## src/rtl/regincr_drain_queue.sv

```systemverilog
// Credit-managed output queue behind the registered-incrementer pipeline.
// It buffers pipeline results, serves them over val/rdy, returns credits, and latches protocol errors.
module regincr_drain_queue #(
    parameter int nentries = 4,
    parameter int nbits = 8,
    localparam int pw = $clog2(nentries),
    localparam int cw = $clog2(nentries + 1)
) (
    input  logic             clk,
    input  logic             reset,
    input  logic             issue,
    input  logic             in_val,
    input  logic [nbits-1:0] in_,
    output logic             out_val,
    input  logic             out_rdy,
    output logic [nbits-1:0] out,
    output logic             can_issue,
    output logic [cw-1:0]    credits,
    output logic             error
);

    logic [nbits-1:0] entry_reg [nentries];
    logic [pw-1:0]    hd_reg, hd_next;
    logic [pw-1:0]    tl_reg, tl_next;
    logic [cw-1:0]    cnt_reg, cnt_next;
    logic [cw-1:0]    credits_reg, credits_next;
    logic             error_reg, error_next;

    logic full, empty, deq, enq, issue_ok, no_credit;

    always_comb begin
        full      = (cnt_reg == cw'(nentries));
        empty     = (cnt_reg == '0);
        no_credit = (credits_reg == '0);
        deq       = !empty && out_rdy;
        // A dequeue in the same cycle frees the slot, so a full queue may still accept.
        enq       = in_val && (!full || deq);
        issue_ok  = issue && !no_credit;
    end

    always_comb begin
        hd_next = deq ? hd_reg + pw'(1) : hd_reg;
        tl_next = enq ? tl_reg + pw'(1) : tl_reg;

        cnt_next = cnt_reg;
        case ({enq, deq})
            2'b10:   cnt_next = cnt_reg + cw'(1);
            2'b01:   cnt_next = cnt_reg - cw'(1);
            default: cnt_next = cnt_reg;
        endcase

        credits_next = credits_reg;
        case ({issue_ok, deq})
            2'b10:   credits_next = credits_reg - cw'(1);
            2'b01:   credits_next = credits_reg + cw'(1);
            default: credits_next = credits_reg;
        endcase

        error_next = error_reg
                   | (issue && no_credit)
                   | (in_val && full && !deq);
    end

    always_ff @(posedge clk or negedge reset) begin
        if (!reset) begin
            hd_reg      <= '0;
            tl_reg      <= '0;
            cnt_reg     <= '0;
            credits_reg <= cw'(nentries);
            error_reg   <= 1'b0;
        end else begin
            hd_reg      <= hd_next;
            tl_reg      <= tl_next;
            cnt_reg     <= cnt_next;
            credits_reg <= credits_next;
            error_reg   <= error_next;
        end
    end

    // When full with hd==tl the slot being read is rewritten; the read is combinational so it is safe.
    for (genvar gi = 0; gi < nentries; gi++) begin : g_entry
        always_ff @(posedge clk or negedge reset) begin
            if (!reset) begin
                entry_reg[gi] <= '0;
            end else if (enq && (tl_reg == pw'(gi))) begin
                entry_reg[gi] <= in_;
            end
        end
    end

    assign out_val   = !empty;
    assign out       = entry_reg[hd_reg];
    assign credits   = credits_reg;
    assign can_issue = !no_credit;
    assign error     = error_reg;

endmodule
```

## config.mk

```make
export PLATFORM = sky130hd
export DESIGN_NAME = regincr_drain_queue
export DESIGN_NICKNAME = d
export VERILOG_FILES = /design/src/rtl/regincr_drain_queue.sv
export SDC_FILE = /design/constraint.sdc
export NUM_CORES = 1
export LEC_CHECK = 0
export BUFFER_PORTS_ARGS = -buffer_cell sky130_fd_sc_hd__buf_2
export CORE_MARGIN = 2
export CORE_UTILIZATION = 45
export CTS_CLUSTER_DIAMETER = 150
export DETAILED_ROUTE_END_ITERATION = 10
export HOLD_SLACK_MARGIN = 0.08
export PLACE_DENSITY = 0.67
export SYNTH_ARGS = -nofsm -noshare
export SYNTH_HDL_FRONTEND = slang
export SYNTH_SLANG_ARGS = --single-unit
```

## constraint.sdc

```tcl
create_clock -name clk -period 2.12 [get_ports clk]
set_input_delay 0.53 -clock clk [delete_from_list [all_inputs] [get_ports clk]]
set_output_delay 0.53 -clock clk [all_outputs]
set_load 0.005 [all_outputs]
```

* Word level (Yosys, flattened, before mapping)
Index checks and enable logic that the tools add are counted.
Operators by class: $lt $le $gt $ge 1, multiplexer cells 5, reductions and logical operators 20, eq/ne operators 8, bitwise operators 3, add/sub/neg operators 6
Operators with widths (count):
- binary-select mux 8 bit (select 2 bit) | 1
- 2-to-1 mux 8 bit | 2
- one-hot mux 3 bit (2 select lines) | 2
- logical AND 1 bit | 10
- == test 2 bit, second input constant | 4
- adder 3 x 1 -> 3 bit, second input constant | 2
- == test 2 x 1 -> 1 bit, second input constant | 3
- zero test 3 bit | 2
- subtractor 3 x 1 -> 3 bit, second input constant | 2
- adder 2 x 1 -> 2 bit, second input constant | 2
- zero test 1 bit | 4
- nonzero test 2 bit | 2
- == test 3 bit, second input constant | 1
- greater-or-equal comparator 3 bit, second input constant | 1
- NOT 2 -> 3 bit | 1
- zero test 2 bit | 1
- bitwise OR 1 bit | 2
- logical OR 1 bit | 1
Word-level totals: register bits 43, bits of input ports 13, output and inout bits 14

* Longest topological paths before layout
Gate-level depths: netlist (run 1).
depth after elaboration 7, depth in mapped cells 9

* Least setup slack after synthesis (run 1)
Ideal clock, no wire load.
kind input -> register, start point input port out_rdy, end point register cnt_reg[2], required time 2.041 ns, path slack -0.032 ns, library setup time 0.079 ns, path buffers 0, data arrival time 2.073 ns, cell stages on the path 8, path through nor4b_4 > or2b_2 > ha_1 > inv_1 > fa_1 > xor2_1 > nor2_1 > xor2_1
Between the ends: longest elaborated chain between the ends 5, elaborated cells between the ends (all ways) 7, classes of those cells eq/ne (2); mux (1); reduce/logical (4)
Ends and longest elaborated chain:
- start, declared | line 15 | input logic out_rdy,
- logical AND 1 bit * | line 35 | deq = !empty && out_rdy;
- logical OR 1 bit | line 37 | enq = in_val && (!full || deq);
- logical AND 1 bit | line 37
- == test 2 x 1 -> 1 bit / == test 2 bit (equally long branches) | line 46 | case ({enq, deq})
- one-hot mux 3 bit (2 select lines) / nonzero test 2 bit (equally long branches)
- end signal, assigned | line 74 | cnt_reg <= cnt_next;
- end, declared | line 25 | logic [cw-1:0] cnt_reg, cnt_next;
Every way passes the cells marked *; elsewhere a longest branch is shown, timed or not. A chain may end at the register's enable or synchronous reset.

* Final worst setup path (run 1)
start point register cnt_reg[0], end point register credits_reg[1], in the netlist credits[1]
Between the ends: longest elaborated chain between the ends 5, elaborated cells between the ends (all ways) 7, classes of those cells eq/ne (2); mux (1); reduce/logical (4)
Ends and longest elaborated chain:
- zero test 3 bit * | line 33 | empty = (cnt_reg == '0);
- zero test 1 bit * | line 35
- logical AND 1 bit * | line 35
- via deq | line 29 | logic full, empty, deq, enq, issue_ok, no_credit;
- == test 2 x 1 -> 1 bit / == test 2 bit (equally long branches) | line 53 | case ({issue_ok, deq})
- one-hot mux 3 bit (2 select lines) * | line 53
- via credits_next[1] | line 26 | logic [cw-1:0] credits_reg, credits_next;
- end signal, assigned | line 69 | credits_reg <= cw'(nentries);
- end signal, assigned | line 75 | credits_reg <= credits_next;
- end, declared | line 26
Mark *: on every way through the listed nets, which the timed path passes. The rest lies on a longest branch.

==> results_dict.tcl, run 1 <==
set metrics [dict create \
    initial_core_util_pct 46.27 \
    synth_warnings 0 \
    rows 24 \
    maxCapViolCount 0 \
    drc 0 \
    gp_congestion 0.6690 \
    synthTopCellsByCount "42 x dfrtp_1, 34 x mux2_2, 8 x mux4_2, 7 x inv_1" \
    io_buffer_count 26 \
    hpwl_mm 2.528 \
    finalSetupViolCount 0 \
    finalMaxSlewViolations 0 \
    cts.clk_slew.worst_paths_ns 0.08 \
    die_y_um 70.68 \
    worst-path-max-fanout 5 \
    p_int_mw 2.609 \
    antenna_cells 0 \
    drtAntennaViolNets 0 \
    worst_pin_slew_ns 0.4480 \
    area_growth_pct 20.33 \
    synth_compound_area_share_pct 1.063 \
    cellPowerDensity_nw_per_um2 1568 \
    fin_crit_ns 2.003 \
    stdcell_area_um2 2407 \
    hp-class "input port to async pin" \
    die_area_um2 4995 \
    ctsResizeCount 0 \
    drt-total-wl_mm 3.601 \
    postPlaceCellArea_um2 2285 \
    synth_area_leaders "dfrtp_1 53%, mux2_2 19%, mux4_2 9.0%, ha_1 3.8%, xor2_1 2.2%" \
    maxSlewHeadroom_pct 70.14 \
    layout_setup_ws_ns 0.1169 \
    leakagePower_nw 1.071 \
    final_util_pct 55.67 \
    synth_top_area_cell "dfrtp_1" \
    muxShareOfSynthArea_pct 28.64 \
    ys_ff_latch 43 \
    synth-xor-area-share_pct 3.940 \
    pre_cts_ws_ns -0.03948 \
    synth_top_family_by_area "multiplexers" \
    cts_tree "done" \
    h-tree-depth 2 \
    cts_buffer_depth 2 \
    synth_area_per_cell_um2 15.39 \
    ir_drop_uv 676.4 \
    grt_start_max_net_pins 44 \
    p_switching_mw 1.165 \
    drive_gt1_share_pct 57.31 \
    synth-simple-area-share_pct 5.003 \
    final-hold-violation-count 0 \
    cts_buffers 5 \
    syn_inst 130 \
    synthFlopType "dfrtp_1" \
    setup_tns_ns 0 \
    p_comb_share_pct 41.5 \
    max_freq_ghz 0.4992 \
    required_ns 2.30 \
    setup.worst_path.start_class "register" \
    cts_setup_buffers 0 \
    yosys.area_share.adder_pct 5.754 \
    critPathKind "register to register" \
    cts_root_buf "clkbuf_8" \
    seq_power_share_pct 41.1 \
    dieWidth_um 70.68 \
    cp.arrival_ns 2.19 \
    cts.sinks 43 \
    power_mw 3.775 \
    run_status "complete, no violations" \
    vias_per_cell 5.161 \
    hold_ws_ns 0.1981 \
    grt_pass1_wl_mm 5.899 \
    final_cells 223 \
    drt_iter0_drc 57 \
    first_pass_iters 4 \
    synth.most_common_cell "dfrtp_1" \
    ios 27 \
    syn_area_um2 2001 \
    seq_area_frac_synth_pct 53.85 \
    synth_edf_count 0 \
    synth_top_area_share_pct 52.53 \
    hold_buffers 0 \
    clk_latency_ns 0.29 \
    antenna_found_initial 0 \
    grt_overflow 0 \
    grtUsageTotal_pct 15.97 \
    endpoint_kind "register" \
    place_inst 215 \
    largest_register_ffs 32 \
    via_count 1151 \
    nets 191 \
    final.period_utilization_pct 94.48 \
    async_flop_share_pct 100.0 \
    wl_per_cell_um 16.15 \
    syn-num-nets 151 \
    rsz0062_at_grt "false" \
    clkPwrFrac_pct 17.4 \
    coreArea_um2 4324 \
    swShare_pct 30.87 \
    fin_skew_ns 0.005240 \
    grt_pass1_vias 1257 \
    yosys.cell_types.count 21 \
]
layer usage:
metal / up-vias / share of wire, % / GRT usage [%]
met5: - / 0 / 0
met4: 0 / 1.7 / 5.660
met3: 6 / 4.3 / 5.271
met2: 24 / 50 / 28.20
met1: 583 / 43 / 18.21
li1: 538 / - / -
power by group through the flow:
stage | registers, mW | logic [mW] | clock network [mW]
finish | 1.55 | 1.57 | 0.657
global route | 1.61 | 1.71 | 0.714
CTS | 1.55 | 1.60 | 0.676
detailed placement | 1.57 | 1.60 | 0
global placement | 1.53 | 1.54 | 0
floorplan | 1.45 | 1.15 | 0
cell families (layout without fill, tap and decap cells):
logic type,Yosys count,after routing
flip-flops,43,43
AO/OA/AOI/OAI,2,2
buffers and inverters,9,50
adder cells (fa/ha/maj),8,8
AND/OR/NAND/NOR,16,16
XOR/XNOR,9,9
multiplexers,43,43
cell usage in the layout, fill, tap and decap left out, types with 2 or more instances in the layout:
cell type  synthesis  layout
nand2_1            6       6
mux4_2             8       8
dfrtp_1           42      42
xnor2_1            4       4
ha_1               6       5
xor2_1             5       5
nor2_2             4       4
mux2_2            34      34
inv_1              7       7
buf_2              1      26
clkbuf_8           0       6
nor2_1             2       2
buf_4              0       8
worst paths after layout:
path                                         from                        end  slack [ns]  cells past startpoint
setup / recovery           cnt_reg[0]$_DFFE_PN0P_     credits[1]$_DFFE_PN0P_        0.12                      5
hold / removal                              reset  entry_reg[25]$_DFFE_PN0P_        0.20                      2
setup reg to reg           cnt_reg[0]$_DFFE_PN0P_     credits[1]$_DFFE_PN0P_        0.12                      5
hold reg to reg                   error$_DFF_PN0_            error$_DFF_PN0_        0.49                      1
max in group asynchronous                   reset     credits[2]$_DFFE_PN1P_        1.65                      2
min in group clk                            issue            error$_DFF_PN0_        0.48                      2
area by class of cell:
class	count	area, um2
fill	361	1917
sequential	43	1077
multi-input combinational	78	910.9
timing repair buffer	35	210.2
clock buffer	6	82.58
tap	52	65.06
clock inverter	2	35.03
inverter	7	26.28
worst max-delay path, stage by stage (launching register included):
cell	delay [ns]
dfrtp_1	0.46
o31a_2	0.42
ha_1	0.25
inv_1	0.08
fa_1	0.40
mux2_2	0.27
No activity file was read; power rests on OpenSTA's default activity.
==> run 2, diff against run 1 <==
==> constraint.sdc (replaced) <==
create_clock -name clk -period 1.8 [get_ports clk]
set_input_delay 0.18 -clock clk [delete_from_list [all_inputs] [get_ports clk]]
set_output_delay 0.18 -clock clk [all_outputs]
set_load 0.005 [all_outputs]
==> results_dict.tcl, run 2 (same netlist as run 1, synthesis figures left out) <==
set metrics [dict create \
    drt_iter0_drc 31 \
    reg2reg_depth 8 \
    grtUsageTotal_pct 17.21 \
    cts_buffer_depth 2 \
    setup.worst_path.start_class "register" \
    cellPowerDensity_nw_per_um2 1779 \
    area_growth_pct 26.08 \
    dieWidth_um 70.68 \
    worst_pin_slew_ns 0.5462 \
    antenna_found_initial 0 \
    run_status "finished, violations left" \
    max_freq_ghz 0.5178 \
    cts.clk_slew.worst_paths_ns 0.08 \
    failed_checks "negative setup slack" \
    cts_buffers 5 \
    ir_drop_uv 1021 \
    grt_pass1_wl_mm 6.534 \
    ios 27 \
    min_path_cells 2 \
    r2r_slack_ns -0.13 \
    maxSlewHeadroom_pct 63.58 \
    gp_congestion 0.7350 \
    grt_pass1_vias 1296 \
    layout_commonest_cell "dfrtp_1" \
    via_count 1221 \
    final-hold-violation-count 0 \
    cts_tree "done" \
    first_pass_iters 4 \
    fin_crit_ns 1.931 \
    maxCapViolCount 0 \
    wl_per_cell_um 15.58 \
    hpwl_mm 2.676 \
    layout_setup_ws_ns -0.1312 \
    initial_core_util_pct 46.27 \
    cts.sinks 43 \
    vias_per_cell 5.130 \
    nets 207 \
    setup_tns_ns -0.2576 \
    h-tree-depth 2 \
    grt_busiest_layer "met2" \
    cts_root_buf "clkbuf_8" \
    leakagePower_nw 1.142 \
    largest_register_ffs 32 \
    hp-class "input port to register" \
    drc 0 \
    endpoint_kind "register" \
    clk_latency_ns 0.29 \
    drive_gt1_share_pct 63.44 \
    antenna_cells 0 \
    worst-path-max-fanout 3 \
    use_met2_pct 28.30 \
    grt_overflow 0 \
    io_buffer_count 26 \
    layout_common_cells "42 x dfrtp_1, 34 x mux2_2, 26 x buf_2, 23 x buf_4, 8 x mux4_2" \
    holdCritStartpoint "in_[3]" \
    critPathKind "register to register" \
    cp.arrival_ns 2.11 \
    grt_use_met1_pct 22.47 \
    rows 24 \
    reg2reg_from "cnt_reg[1]$_DFFE_PN0P_" \
    fin_skew_ns 0.004013 \
    grt_start_max_net_pins 44 \
    finalSetupViolCount 3 \
    use_met3_pct 4.558 \
    hold_ws_ns 0.1569 \
    required_ns 1.98 \
    die_y_um 70.68 \
    finalMaxSlewViolations 0 \
    drtAntennaViolNets 0 \
    holdPathEnd "entry_reg[19]$_DFFE_PN0P_" \
    reg2reg_to "cnt_reg[2]$_DFFE_PN0P_" \
    drt-total-wl_mm 3.709 \
    die_area_um2 4995 \
    final.period_utilization_pct 107.3 \
    rsz0062_at_grt "true" \
    coreArea_um2 4324 \
]
[run 2: stage by stage]
step | util, % | setup WS, ns | instance area (um2) | power [mW] | std cells
6_report | 58.33 | -0.1312 | 2522 | 4.487 | 238
5_1_grt | 58.33 | -0.2498 | 2522 | 4.849 | 238
4_1_cts | 57.81 | -0.09812 | 2500 | 4.534 | 236
3_5_place_dp | 54.40 | -0.09658 | 2352 | 3.837 | 225
3_3_place_gp | 54.40 | -0.02463 | 2352 | 3.725 | 225
2_1_floorplan | - | -0.2157 | 2023 | 3.074 | 130
[run 2: timing repair]
item                                    in CTS  in global routing
hold endpoints to repair                    42                  0
endpoints found under the setup margin       4                  4
gates resized for setup                      6                  3
pin swaps                                    8                  7
setup buffers                                3                  2
hold buffers                                 1                  0
[run 2: layer usage]
layer,up-vias,share of wire [%]
met4,0,1.4
li1,574,-
met3,5,3.7
met2,24,52
met5,-,0
met1,618,43
[run 2: how the worst max path moves through the flow]
stage	from	endpoint	slack (ns)	cells past startpoint
after floorplan	cnt_reg[1]$_DFFE_PN0P_	cnt_reg[2]$_DFFE_PN0P_	-0.22	8
after global placement	cnt_reg[1]$_DFFE_PN0P_	credits[1]$_DFFE_PN0P_	-0.02	5
after detailed placement	cnt_reg[1]$_DFFE_PN0P_	cnt_reg[2]$_DFFE_PN0P_	-0.1	8
after CTS	cnt_reg[1]$_DFFE_PN0P_	cnt_reg[2]$_DFFE_PN0P_	-0.1	8
after global routing	cnt_reg[1]$_DFFE_PN0P_	cnt_reg[2]$_DFFE_PN0P_	-0.25	8
final	cnt_reg[1]$_DFFE_PN0P_	cnt_reg[2]$_DFFE_PN0P_	-0.13	8
[run 2: cell type report]
class	instances	area (um2)
Clock buffer	6	82.58
Multi-Input combinational cell	78	942.2
Tap cell	52	65.06
Fill cell	370	1802
Timing Repair Buffer	51	324.1
Inverter	7	26.28
Sequential cell	43	1077
Clock inverter	1	5.005
[run 2: worst max-delay path, cell delays in order (launching register included)]
cell,delay [ns]
dfrtp_1,0.43
nor4b_4,0.32
or2b_4,0.18
ha_4,0.13
inv_2,0.03
fa_2,0.33
xor2_1,0.19
nor2_1,0.07
xor2_1,0.15
[run 2: power by group]
part	internal [mW]	switching [mW]	total, mW	leakage (nW)
Clock	0.301	0.304	0.605	0.0470
Sequential	1.47	0.334	1.81	0.503
Combinational	1.31	0.768	2.08	0.591
==> run 3, diff against run 2 <==
clock period = 1.6 ns   (was 1.8 ns; I/O delays follow)
==> results_dict.tcl, run 3 (same netlist as run 1, synthesis figures left out) <==
set metrics [dict create \
    gp_congestion 0.8080 \
    antenna_cells 0 \
    max_freq_ghz 0.5379 \
    run_status "finished, violations left" \
    drtAntennaViolNets 0 \
    cellPowerDensity_nw_per_um2 2027 \
    cts.clk_slew.worst_paths_ns 0.08 \
    final.period_utilization_pct 116.2 \
    grtUsageTotal_pct 17.85 \
    min_path_cells 2 \
    r2r_slack_ns -0.26 \
    seq_power_share_pct 39.0 \
    failed_checks "negative setup slack" \
    drive_gt1_share_pct 64.43 \
    ir_drop_uv 869.5 \
    finalSetupViolCount 13 \
    layout_setup_ws_ns -0.2592 \
    pre_cts_ws_ns -0.2819 \
    hpwl_mm 2.886 \
    p_comb_share_pct 48.1 \
    reg2reg_to "cnt_reg[2]$_DFFE_PN0P_" \
    largest_register_ffs 32 \
    setup_tns_ns -1.080 \
    clk_latency_ns 0.30 \
    via_count 1267 \
    setup.worst_path.start_class "register" \
    drc 0 \
    die_area_um2 4995 \
    maxCapViolCount 0 \
    required_ns 1.82 \
    die_y_um 70.68 \
    grt_pass1_vias 1397 \
    critPathKind "register to register" \
    worst_pin_slew_ns 0.3511 \
    clkPwrFrac_pct 12.9 \
    rsz0062_at_grt "true" \
    reg2reg_from "cnt_reg[1]$_DFFE_PN0P_" \
    cts_tree "done" \
    h-tree-depth 2 \
    reg2reg_depth 8 \
    dieWidth_um 70.68 \
    endpoint_kind "register" \
    grt_overflow 0 \
    drt-total-wl_mm 3.957 \
    grt_start_max_net_pins 17 \
    fin_skew_ns 0.009598 \
    io_buffer_count 26 \
    layout_common_cells "41 x dfrtp_1, 34 x mux2_2, 28 x buf_4, 25 x buf_2, 8 x mux4_2" \
    maxSlewHeadroom_pct 76.59 \
    ios 27 \
    finalMaxSlewViolations 0 \
    holdPathEnd "entry_reg[6]$_DFFE_PN0P_" \
    leakagePower_nw 1.165 \
    p_int_mw 3.566 \
    p_switching_mw 1.658 \
    cts.sinks 43 \
    antenna_found_initial 0 \
    swShare_pct 31.75 \
    cp.arrival_ns 2.08 \
    first_pass_iters 4 \
    area_growth_pct 28.83 \
    wl_per_cell_um 16.09 \
    cts_root_buf "clkbuf_8" \
    initial_core_util_pct 46.27 \
    layout_commonest_cell "dfrtp_1" \
    hp-class "input port to register" \
    fin_crit_ns 1.859 \
    holdCritStartpoint "in_[6]" \
    grt_pass1_wl_mm 6.782 \
    final-hold-violation-count 0 \
    worst-path-max-fanout 3 \
    vias_per_cell 5.150 \
    coreArea_um2 4324 \
    cts_buffers 5 \
    nets 214 \
    drt_iter0_drc 60 \
    rows 24 \
    cts_buffer_depth 2 \
]
run 3: worst max-delay path: stages (launching register included):
cell	delay [ns]
dfrtp_1	0.42
nor4b_4	0.29
or2b_4	0.17
ha_4	0.12
inv_2	0.03
fa_2	0.33
xor2_1	0.15
nor2_1	0.12
xor2_1	0.15
run 3: cell type report:
class	count	area (um2)
Clock buffer	6	72.57
Clock inverter	2	12.51
Fill cell	355	1747
Inverter	7	26.28
Multi-Input combinational cell	78	932.1
Sequential cell	43	1079
Tap cell	52	65.06
Timing Repair Buffer	58	390.4
run 3: metal layers:
metal / up-vias / routed length, um / global-route usage, %
met3: 4 / 152 / 5.698
met4: 0 / 12 / 4.403
li1: 583 / - / -
met5: - / 0 / 0
met2: 28 / 2088 / 30.40
met1: 652 / 1703 / 22.38
run 3: power groups by stage:
| stage | Sequential (mW) | Clock, mW | Combinational [mW] |
|---|---|---|---|
| 5_1_grt | 2.12 | 0.743 | 2.75 |
| 2_1_floorplan | 1.93 | 0 | 1.53 |
| 6_report | 2.04 | 0.672 | 2.51 |
| 3_5_place_dp | 2.06 | 0 | 2.33 |
| 3_3_place_gp | 2.00 | 0 | 2.23 |
| 4_1_cts | 2.04 | 0.697 | 2.43 |
run 3: how the worst max path moves through the flow:
stage	startpoint	endpoint	cells past startpoint
4_1_cts	cnt_reg[1]$_DFFE_PN0P_	cnt_reg[2]$_DFFE_PN0P_	8
5_1_grt	cnt_reg[1]$_DFFE_PN0P_	cnt_reg[2]$_DFFE_PN0P_	8
2_1_floorplan	cnt_reg[1]$_DFFE_PN0P_	cnt_reg[2]$_DFFE_PN0P_	8
3_3_place_gp	cnt_reg[1]$_DFFE_PN0P_	credits[1]$_DFFE_PN0P_	5
3_5_place_dp	cnt_reg[1]$_DFFE_PN0P_	cnt_reg[2]$_DFFE_PN0P_	8
6_report	cnt_reg[1]$_DFFE_PN0P_	cnt_reg[2]$_DFFE_PN0P_	8
run 3: what timing repair did:
action	CTS	global route
resized for setup	7	4
pin swaps	8	5
hold buffers	1	0
buffers inserted	4	5
gates cloned	0	0
endpoints found under the hold margin	14	0
setup endpoints to repair	12	13
run 3: per-stage QoR:
stage               hold WS (ns)  instance area [um2]  cells  util, %  power (mW)
global route              0.1289                 2577    246    59.61       5.616
floorplan                -0.1356                 2023    130        -       3.458
detailed placement       0.08970                 2375    228    54.92       4.387
global placement         0.08371                 2375    228    54.92       4.232
CTS                       0.1133                 2517    241    58.22       5.170
finish                    0.1352                 2577    246    59.61       5.224
